`src/rtl/pipe_pkg.sv`:
```
// Shared encodings for the pipeline hazard unit: forward-select codes,
// the load result-source code and the long-op scoreboard state type.
package pipe_pkg;

  localparam logic [1:0] FWD_REG = 2'b00;  // operand from register file
  localparam logic [1:0] FWD_WB  = 2'b01;  // operand from WB result
  localparam logic [1:0] FWD_MEM = 2'b10;  // operand from MEM ALU result

  localparam logic [1:0] RES_SRC_LOAD = 2'b01;

  typedef enum logic {
    SB_IDLE = 1'b0,
    SB_BUSY = 1'b1
  } sb_state_e;

endpackage

```
`src/rtl/hazard_fwd_sel.sv`:
```
// Forward-select for one EX operand. MEM has priority over WB because it
// holds the younger write; x0 is never forwarded.
module hazard_fwd_sel #(
  parameter int RA_W   = 5,
  parameter bit FWD_EN = 1'b1
) (
  input  logic [RA_W-1:0] rs,
  input  logic [RA_W-1:0] rd_m,
  input  logic            regwrite_m,
  input  logic [RA_W-1:0] rd_w,
  input  logic            regwrite_w,
  output logic [1:0]      fwd_sel
);
  import pipe_pkg::*;

  // Pick the youngest in-flight producer of rs, or the register file.
  always_comb begin
    // NOTE: assign a default before any branch so no path leaves the output
    // unassigned; otherwise synthesis infers a latch.
    fwd_sel = FWD_REG;
    if (FWD_EN && (rs != '0)) begin
      if (regwrite_m && (rd_m == rs)) begin
        fwd_sel = FWD_MEM;
      end else if (regwrite_w && (rd_w == rs)) begin
        fwd_sel = FWD_WB;
      end
    end
  end

endmodule

```
`src/rtl/hazard_scoreboard.sv`:
```
// Hazard unit for the 5-stage core: load-use / no-forward stalls, branch
// flush, EX forwarding, a one-entry scoreboard for the long-latency unit with
// a watchdog, and a saturating count of ID stall cycles.
module hazard_scoreboard #(
  parameter int RA_W    = 5,
  parameter bit FWD_EN  = 1'b1,
  parameter int MAX_LAT = 34,
  parameter int CNT_W   = 16
) (
  input  logic             clk,
  input  logic             reset,
  input  logic [RA_W-1:0]  rs1_d,
  input  logic [RA_W-1:0]  rs2_d,
  input  logic [RA_W-1:0]  rd_d,
  input  logic             regwrite_d,
  input  logic             long_op_d,
  input  logic [RA_W-1:0]  rs1_e,
  input  logic [RA_W-1:0]  rs2_e,
  input  logic [RA_W-1:0]  rd_e,
  input  logic             regwrite_e,
  input  logic [1:0]       result_src_e,
  input  logic             pc_src_e,
  input  logic             long_issue_e,
  input  logic             long_done,
  input  logic [RA_W-1:0]  rd_m,
  input  logic             regwrite_m,
  input  logic [RA_W-1:0]  rd_w,
  input  logic             regwrite_w,
  output logic             stall_f,
  output logic             stall_d,
  output logic             flush_d,
  output logic             flush_e,
  output logic [1:0]       fwd_a_e,
  output logic [1:0]       fwd_b_e,
  output logic             sb_busy,
  output logic [RA_W-1:0]  sb_rd,
  output logic             sb_err,
  output logic [CNT_W-1:0] stall_cnt
);
  import pipe_pkg::*;

  localparam int LAT_W = $clog2(MAX_LAT + 1);

  sb_state_e        state_q, state_d;
  logic [RA_W-1:0]  sb_rd_q, sb_rd_d;
  logic [LAT_W-1:0] wdog_q, wdog_d;
  logic             sb_err_q, sb_err_d;
  logic [CNT_W-1:0] stall_cnt_q, stall_cnt_d;

  logic [1:0] fwd_a_raw, fwd_b_raw;
  logic       busy, accept, hazard;
  logic       load_use, nofwd_raw, sb_raw, sb_waw, sb_struct;

  // True when r is a real register read by the ID instruction.
  function automatic logic reads_reg(input logic [RA_W-1:0] r,
                                     input logic [RA_W-1:0] a,
                                     input logic [RA_W-1:0] b);
    return (r != '0) && ((r == a) || (r == b));
  endfunction

  hazard_fwd_sel #(.RA_W(RA_W), .FWD_EN(FWD_EN)) u_fwd_a (
    .rs(rs1_e), .rd_m(rd_m), .regwrite_m(regwrite_m),
    .rd_w(rd_w), .regwrite_w(regwrite_w), .fwd_sel(fwd_a_raw)
  );

  hazard_fwd_sel #(.RA_W(RA_W), .FWD_EN(FWD_EN)) u_fwd_b (
    .rs(rs2_e), .rd_m(rd_m), .regwrite_m(regwrite_m),
    .rd_w(rd_w), .regwrite_w(regwrite_w), .fwd_sel(fwd_b_raw)
  );

  // A long op with rd=x0 has nothing to track, so it never occupies the entry.
  assign busy   = (state_q == SB_BUSY);
  assign accept = long_issue_e && (rd_e != '0);

  // Individual stall causes; only the registered busy bit is used so a
  // dependent instruction leaves ID the cycle after long_done.
  always_comb begin
    load_use  = (result_src_e == RES_SRC_LOAD) && reads_reg(rd_e, rs1_d, rs2_d);
    nofwd_raw = !FWD_EN && ((regwrite_e && reads_reg(rd_e, rs1_d, rs2_d)) ||
                            (regwrite_m && reads_reg(rd_m, rs1_d, rs2_d)));
    sb_raw    = busy && reads_reg(sb_rd_q, rs1_d, rs2_d);
    sb_waw    = busy && regwrite_d && (rd_d != '0) && (rd_d == sb_rd_q);
    sb_struct = busy && long_op_d;
    hazard    = load_use || nofwd_raw || sb_raw || sb_waw || sb_struct;
  end

  // Combine stalls and flushes; reset flushes, a taken branch beats any stall.
  always_comb begin
    stall_f = 1'b0;
    stall_d = 1'b0;
    flush_d = 1'b0;
    flush_e = 1'b0;
    if (reset) begin
      flush_d = 1'b1;
      flush_e = 1'b1;
    end else if (pc_src_e) begin
      flush_d = 1'b1;
      flush_e = 1'b1;
    end else if (hazard) begin
      stall_f = 1'b1;
      stall_d = 1'b1;
      flush_e = 1'b1;
    end
  end

  // Forward selects are held at register-file while in reset.
  always_comb begin
    fwd_a_e = reset ? FWD_REG : fwd_a_raw;
    fwd_b_e = reset ? FWD_REG : fwd_b_raw;
  end

  // Scoreboard FSM with watchdog; a completion frees the entry before a
  // same-cycle issue is considered.
  always_comb begin
    state_d  = state_q;
    sb_rd_d  = sb_rd_q;
    wdog_d   = wdog_q;
    sb_err_d = sb_err_q;
    case (state_q)
      SB_IDLE: begin
        if (accept) begin
          state_d = SB_BUSY;
          sb_rd_d = rd_e;
          wdog_d  = '0;
        end
      end
      SB_BUSY: begin
        if (long_done) begin
          state_d = accept ? SB_BUSY : SB_IDLE;
          wdog_d  = '0;
          if (accept) sb_rd_d = rd_e;
        end else begin
          if (long_issue_e) sb_err_d = 1'b1;
          if (wdog_q == LAT_W'(MAX_LAT)) begin
            sb_err_d = 1'b1;
            state_d  = SB_IDLE;
          end else begin
            wdog_d = wdog_q + LAT_W'(1);
          end
        end
      end
    endcase
  end

  // Saturating count of cycles in which ID is held.
  always_comb begin
    stall_cnt_d = stall_cnt_q;
    if (stall_d && (stall_cnt_q != '1)) stall_cnt_d = stall_cnt_q + CNT_W'(1);
  end

  // State registers.
  always_ff @(posedge clk or posedge reset) begin
    // NOTE: sequential state uses non-blocking assignments so every flop
    // samples the pre-edge values, independent of statement order.
    if (reset) begin
      state_q     <= SB_IDLE;
      sb_rd_q     <= '0;
      wdog_q      <= '0;
      sb_err_q    <= 1'b0;
      stall_cnt_q <= '0;
    end else begin
      state_q     <= state_d;
      sb_rd_q     <= sb_rd_d;
      wdog_q      <= wdog_d;
      sb_err_q    <= sb_err_d;
      stall_cnt_q <= stall_cnt_d;
    end
  end

  assign sb_busy   = busy;
  assign sb_rd     = sb_rd_q;
  assign sb_err    = sb_err_q;
  assign stall_cnt = stall_cnt_q;

endmodule

```
`config.mk`:
```
export PLATFORM = sky130hd
export DESIGN_NAME = hazard_scoreboard
export DESIGN_NICKNAME = d
export VERILOG_FILES = /design/src/rtl/pipe_pkg.sv /design/src/rtl/hazard_fwd_sel.sv /design/src/rtl/hazard_scoreboard.sv
export SDC_FILE = /design/constraint.sdc
export NUM_CORES = 1
export LEC_CHECK = 0
export CORE_UTILIZATION = 35
export CTS_CLUSTER_DIAMETER = 120
export DETAILED_ROUTE_END_ITERATION = 10
export MAX_ROUTING_LAYER = met4
export PLACE_DENSITY = 0.79
export SYNTH_ARGS = -nofsm -noshare
export SYNTH_HDL_FRONTEND = slang
export SYNTH_SLANG_ARGS = --single-unit
```
`constraint.sdc`:
```
create_clock -name clk -period 5.05 [get_ports clk]
set_input_delay 1.2625 -clock clk [delete_from_list [all_inputs] [get_ports clk]]
set_output_delay 1.2625 -clock clk [all_outputs]
set_load 0.01 [all_outputs]
```
After elaboration in Yosys (flattened, before gate mapping):

Cells that the tools add are included.

* output and inout port bits: 31
* input bits: 52
* logic and storage cells: 79
* register bits: 29

* bitwise gates (word level): 2
* equal/unequal tests: 15
* $add $sub $neg: 2
* muxes and demuxes: 28
* reduce and logical (&&, ||, !) cells: 27

Operators by type and width (count)
* 5-bit equality test: 9
* 5-bit nonzero test: 5
* 6-bit 2-to-1 mux: 3
* 16-bit by 1-bit adder with 16-bit output, second input constant: 1
* 16-bit != test, second input constant: 1
* 1-bit logical AND: 14
* 1-bit 2-to-1 mux: 14
* 2-bit 2-to-1 mux: 6
* 6-bit case mux with 2 select lines: 1
* 5-bit 2-to-1 mux: 2
* 5-bit case mux with 2 select lines: 1
* 6-bit by 1-bit adder with 6-bit output, second input constant: 1
* 6-bit equality test, second input constant: 1
* 1-bit logical OR: 5
* 2-bit != test, second input constant: 2
* 3-bit != test, second input constant: 1
* 3-bit AND reduction: 1
* 2-bit by 1-bit equality test with 1-bit output, second input constant: 1
* 1-bit NOT: 2
* 1-bit case mux with 2 select lines: 1
* 2-bit AND reduction: 1
* 2-bit nonzero test: 1

Logic depth before layout (Yosys ltp):

* word-level depth: 11
* depth in mapped cells: 8
* mapped depth without buffers: 8

By module:

A second synthesis with hierarchy kept.

* cells, all modules: 204
* area total of the unflattened synthesis: 1983.2 um^2

By module, submodules not included
* hazard_scoreboard: area an instance 1717.9 um^2, instances 1, sequential area each 725.7 um^2, cells an instance 168
* hazard_fwd_sel: area an instance 132.6 um^2, instances 2, sequential area each 0.0 um^2, cells an instance 18

Worst setup path before layout:

No wires, ideal clock.

* kind: input-to-output
* start point: input port rd_e[0]
* end point: output port stall_f
* cell stages on the path: 8
* buffers on the path: 1
* arrival time: 2.522 ns
* setup slack: 1.266 ns
* cell sequence: or4_1 -> nor2_1 -> nor3b_1 -> a22oi_4 -> nand2_1 -> nand2_1 -> inv_1 -> buf_4

* cells in the longest elaborated chain, start to end: 10

RTL lines
* start: declaration: RTL line hazard_scoreboard.sv:19 `input logic [RA_W-1:0] rd_e,`
* 5-bit equality test: RTL line hazard_scoreboard.sv:58 `return (r != '0) && ((r == a) || (r == b));`
* 1-bit logical OR: RTL line hazard_scoreboard.sv:58
* 1-bit logical AND *: RTL line hazard_scoreboard.sv:58
* 1-bit logical AND *: RTL line hazard_scoreboard.sv:78 `load_use = (result_src_e == RES_SRC_LOAD) && reads_reg(rd_e, rs1_d, rs2_d);`
* 1-bit logical OR * (3 in a row): RTL line hazard_scoreboard.sv:84 `hazard = load_use || nofwd_raw || sb_raw || sb_waw || sb_struct;`
* 1-bit 2-to-1 mux * (3 in a row)
* end: declaration: RTL line hazard_scoreboard.sv:29 `output logic stall_f,`

Mark *: on every way between the ends. The rest lies on a longest branch, timed or not.

Final worst setup path:

* start point: input port rd_e[0]
* end point: output port stall_f

* cells in the longest elaborated chain, start to end: 10

RTL lines
* 5-bit equality test: RTL line hazard_scoreboard.sv:58
* 1-bit logical OR: RTL line hazard_scoreboard.sv:58
* 1-bit logical AND *: RTL line hazard_scoreboard.sv:58
* 1-bit logical AND *: RTL line hazard_scoreboard.sv:78
* 1-bit logical OR * (3 in a row): RTL line hazard_scoreboard.sv:84
* 1-bit 2-to-1 mux *: RTL line hazard_scoreboard.sv:99 `end else if (hazard) begin`
* 1-bit 2-to-1 mux *: RTL line hazard_scoreboard.sv:96 `end else if (pc_src_e) begin`
* 1-bit 2-to-1 mux *: RTL line hazard_scoreboard.sv:93 `if (reset) begin`

Marks and branches as above.

==> flow_summary.toml <==
[status]
status = "finished clean"

[hold_path]
worstHoldPathType = "register to register"
whs_path_depth = 1

[sta]
slew_viol_final = 0
fin_crit_sh_pct = 94.24
relSlewSlack_pct = 29.07
finalSetupViolations = 0
tns_ns = 0
hold_viol_final = 0
fin_skew_ns = 0.007920
rsz0062_at_grt = "false"
tightest_slew_ns = 1.063
max_freq_ghz = 0.2101
layout_min_cycle_time_ns = 4.759

[worst_setup_path]
ff2ff_path_depth = 6
start_kind = "input pin"
crit_path_max_fanout = 4
required_ns = 3.79
cp-end-kind = "output pin"
crit_family = "buffers and inverters"
crit_path_cell_trace = "clkdlybuf4s50_1, or4_1, nor2_1, nor3b_1, a22oi_4, nand2_1, nand2_1, inv_1, clkdlybuf4s50_1"
critical_path_arrival_ns = 3.50
critPathMaxStageDelay_ns = 0.56
worst-setup-path-type = "input pin to output pin"
critPathBufInv = 3
crit_slowest_cell = "or4_1"
path_depth = 9

[power]
p_sw_uw = 215.0
p_int_uw = 555.3
finalPower_uw = 770.3
power_frac_seq_pct = 38.8
combPwrFrac_pct = 29.1
power.leakage_nw = 1.178
pwr_density_cell_nw_per_um2 = 256.9
netSwitchingFraction_pct = 27.91
ir_worst_vdd_mv = 0.1641
clkPwrFrac_pct = 32.1

[synthesis]
synthesis.area_sq_um = 2006
synth.distinct_cells = 35
syn_avg_cell_area_sq_um = 10.13
synthCells = 198
yosysSeqAreaShare_pct = 36.18
yosys_warnings = 0
syn_nets = 253
ys_seq_elements = 29

[die]
die_h_um = 77.70
die_area_sq_um = 6037
row_count = 27
die_w_um = 77.70
core_area_sq_um = 5507
pin_count = 83
initial_core_util_pct = 36.42

[clock_tree]
htree_levels = 2
cts_made_buffers = 5
root_buffer = "clkbuf_8"
clk_latency_ns = 0.28
cts_sinks = 29
ctsHoldBuffers = 0
path_clk_slew_ns = 0.07
cts_resized = 0
clockBufferDepth = 2
cts_setup_buffers = 0
cts_tree = "built"

[placement]
dp_cells = 348
dpl.hpwl_mm = 3.933
gp_congestion = 0.8398
portBuffers = 81
placed_cell_area_sq_um = 2883

[finish]
final_util_pct = 54.46
fin_nets = 338
layout-drive-gt1-share_pct = 8.099
syn2layout_area_growth_pct = 49.53
n_antenna_cell = 0
fin_area_sq_um = 2999
stdcell_count = 356

[detailed_routing]
drc_errors = 0
wire_per_inst_um = 14.16
drtIter0Drc = 87
totalWireLength_mm = 5.041
via_per_inst = 4.983
via_count = 1774
drtAntennaViolNets = 0
first_pass_iters = 4

[global_route]
grtUsageMet1_pct = 22.00
top_usage_layer = "met2"
grt.overflow.total = 0
grt_use_total_pct = 18.07
grt_pass1_vias = 1771
grt_max_degree = 30
antenna_found_initial = 0
grt.met2_usage_pct = 28.94
grt_first_pass_wirelength_mm = 8.376
gr-usage-met3_pct = 4.000

[job]
maxCapViolCount = 0
## metal layers
metal	vias to the layer above	wire [um]
met2	59	2367
li1	867	-
met4	0	102
met3	11	304
met1	837	2267
met5	-	0
## synthesized netlist by cell type
cell type	n	area share (%)
xnor2_1	43	19
dfrtp_1	29	36
xor2_1	20	8.7
nand2_1	15	2.8
nand4_1	11	3.4
and3_1	9	2.8
nor2_1	8	1.5
nor4_1	8	2.5
mux2_2	7	3.9
inv_1	6	1.1
nand3_1	5	1.2
or4_1	4	1.5
ha_1	3	1.9
nand3_2	3	1.5
nor3b_1	3	1.1
and4_1	2	0.87
nand2b_1	2	0.62
nor2b_1	2	0.62
o22ai_1	2	0.62
a21oi_1	1	0.25
a21oi_4	1	0.81
a22oi_4	1	1.1
a41o_2	1	0.56
and3_4	1	0.56
buf_2	1	0.25
buf_4	1	0.37
buf_6	1	0.56
mux2i_1	1	0.50
nor2_2	1	0.31
nor4b_1	1	0.44
o2111ai_1	1	0.44
o21ai_0	1	0.25
o21bai_1	1	0.37
o22a_1	1	0.44
o31ai_4	1	1.1
## final timing paths
path | from | end | slack [ns]
max | rd_e[0] | stall_f | 0.29
min | sb_err | sb_err | 0.48
max reg2reg | sb_rd[2] | stall_cnt[1] | 2.70
min reg2reg | sb_err | sb_err | 0.48
max in group asynchronous | reset | stall_cnt[14] | 2.72
min in group asynchronous | reset | wdog_q[1] | 1.68
## power by group through the flow
| stage | logic (mW) | clock network, mW | registers (mW) |
|---|---|---|---|
| after floorplan | 0.0988 | 0 | 0.306 |
| after global placement | 0.221 | 0 | 0.301 |
| after detailed placement | 0.225 | 0 | 0.303 |
| after CTS | 0.226 | 0.256 | 0.299 |
| after global routing | 0.245 | 0.264 | 0.304 |
| final | 0.224 | 0.247 | 0.299 |
## cell usage in the layout, fill, tap and decap left out, drive strengths merged, types with 3 or more instances in the layout
| master | netlist | final |
|---|---|---|
| clkdlybuf4s50 | 0 | 81 |
| xnor2 | 43 | 43 |
| dfrtp | 29 | 29 |
| xor2 | 20 | 20 |
| nand2 | 15 | 15 |
| nand4 | 11 | 11 |
| and3 | 10 | 10 |
| nor2 | 9 | 9 |
| nor4 | 8 | 8 |
| nand3 | 8 | 8 |
| mux2 | 7 | 7 |
| clkbuf | 0 | 7 |
| inv | 6 | 6 |
| or4 | 4 | 4 |
| nor3b | 3 | 3 |
| ha | 3 | 3 |
## kinds of logic (layout without fill, tap and decap cells)
group / after synthesis / in the layout / share of synthesized area [%]
AOI/OAI and AO/OA: 11 / 11 / 5.864
xor gates and xnor gates: 63 / 63 / 27.51
adders and majority gates: 3 / 3 / 1.872
buffers and inverters: 9 / 95 / 2.308
DFF: 29 / 29 / 36.18
muxes: 8 / 8 / 4.429
and+or+nand+nor: 75 / 75 / 21.83
## state kept, by name, indices dropped and copies added, names as in the netlist
name       count
sb_busy        1
sb_err         1
sb_rd          5
stall_cnt     16
wdog_q         6
## worst reg2reg max path: stages (launching register included)
cell and delay, ns:
dfrtp_1 0.47, xnor2_1 0.20, o2111ai_1 0.13, nor4_1 0.49
a22oi_4 0.12, a21oi_4 0.43, mux2_2 0.40
## metrics by stage
| step | setup slack (ns) | hold WS [ns] |
|---|---|---|
| after detailed placement | 0.2698 | 0.4710 |
| after floorplan | 1.266 | 0.5134 |
| after CTS | 0.2667 | 0.4887 |
| after global routing | 0.1269 | 0.4990 |
| after global placement | 0.2765 | 0.4668 |
| final | 0.2909 | 0.4829 |
## area by class of cell
| cell class | instances | area (sq um) |
|---|---|---|
| clock inverters | 1 | 30.03 |
| well taps | 72 | 90.09 |
| inverters | 6 | 22.52 |
| repair buffers | 81 | 810.8 |
| fillers | 494 | 2507 |
| flip-flops and latches | 29 | 725.7 |
| clock buffers | 7 | 86.33 |
| multi-input cells | 160 | 1234 |
Note: power is estimated with default switching activity, not from simulation.
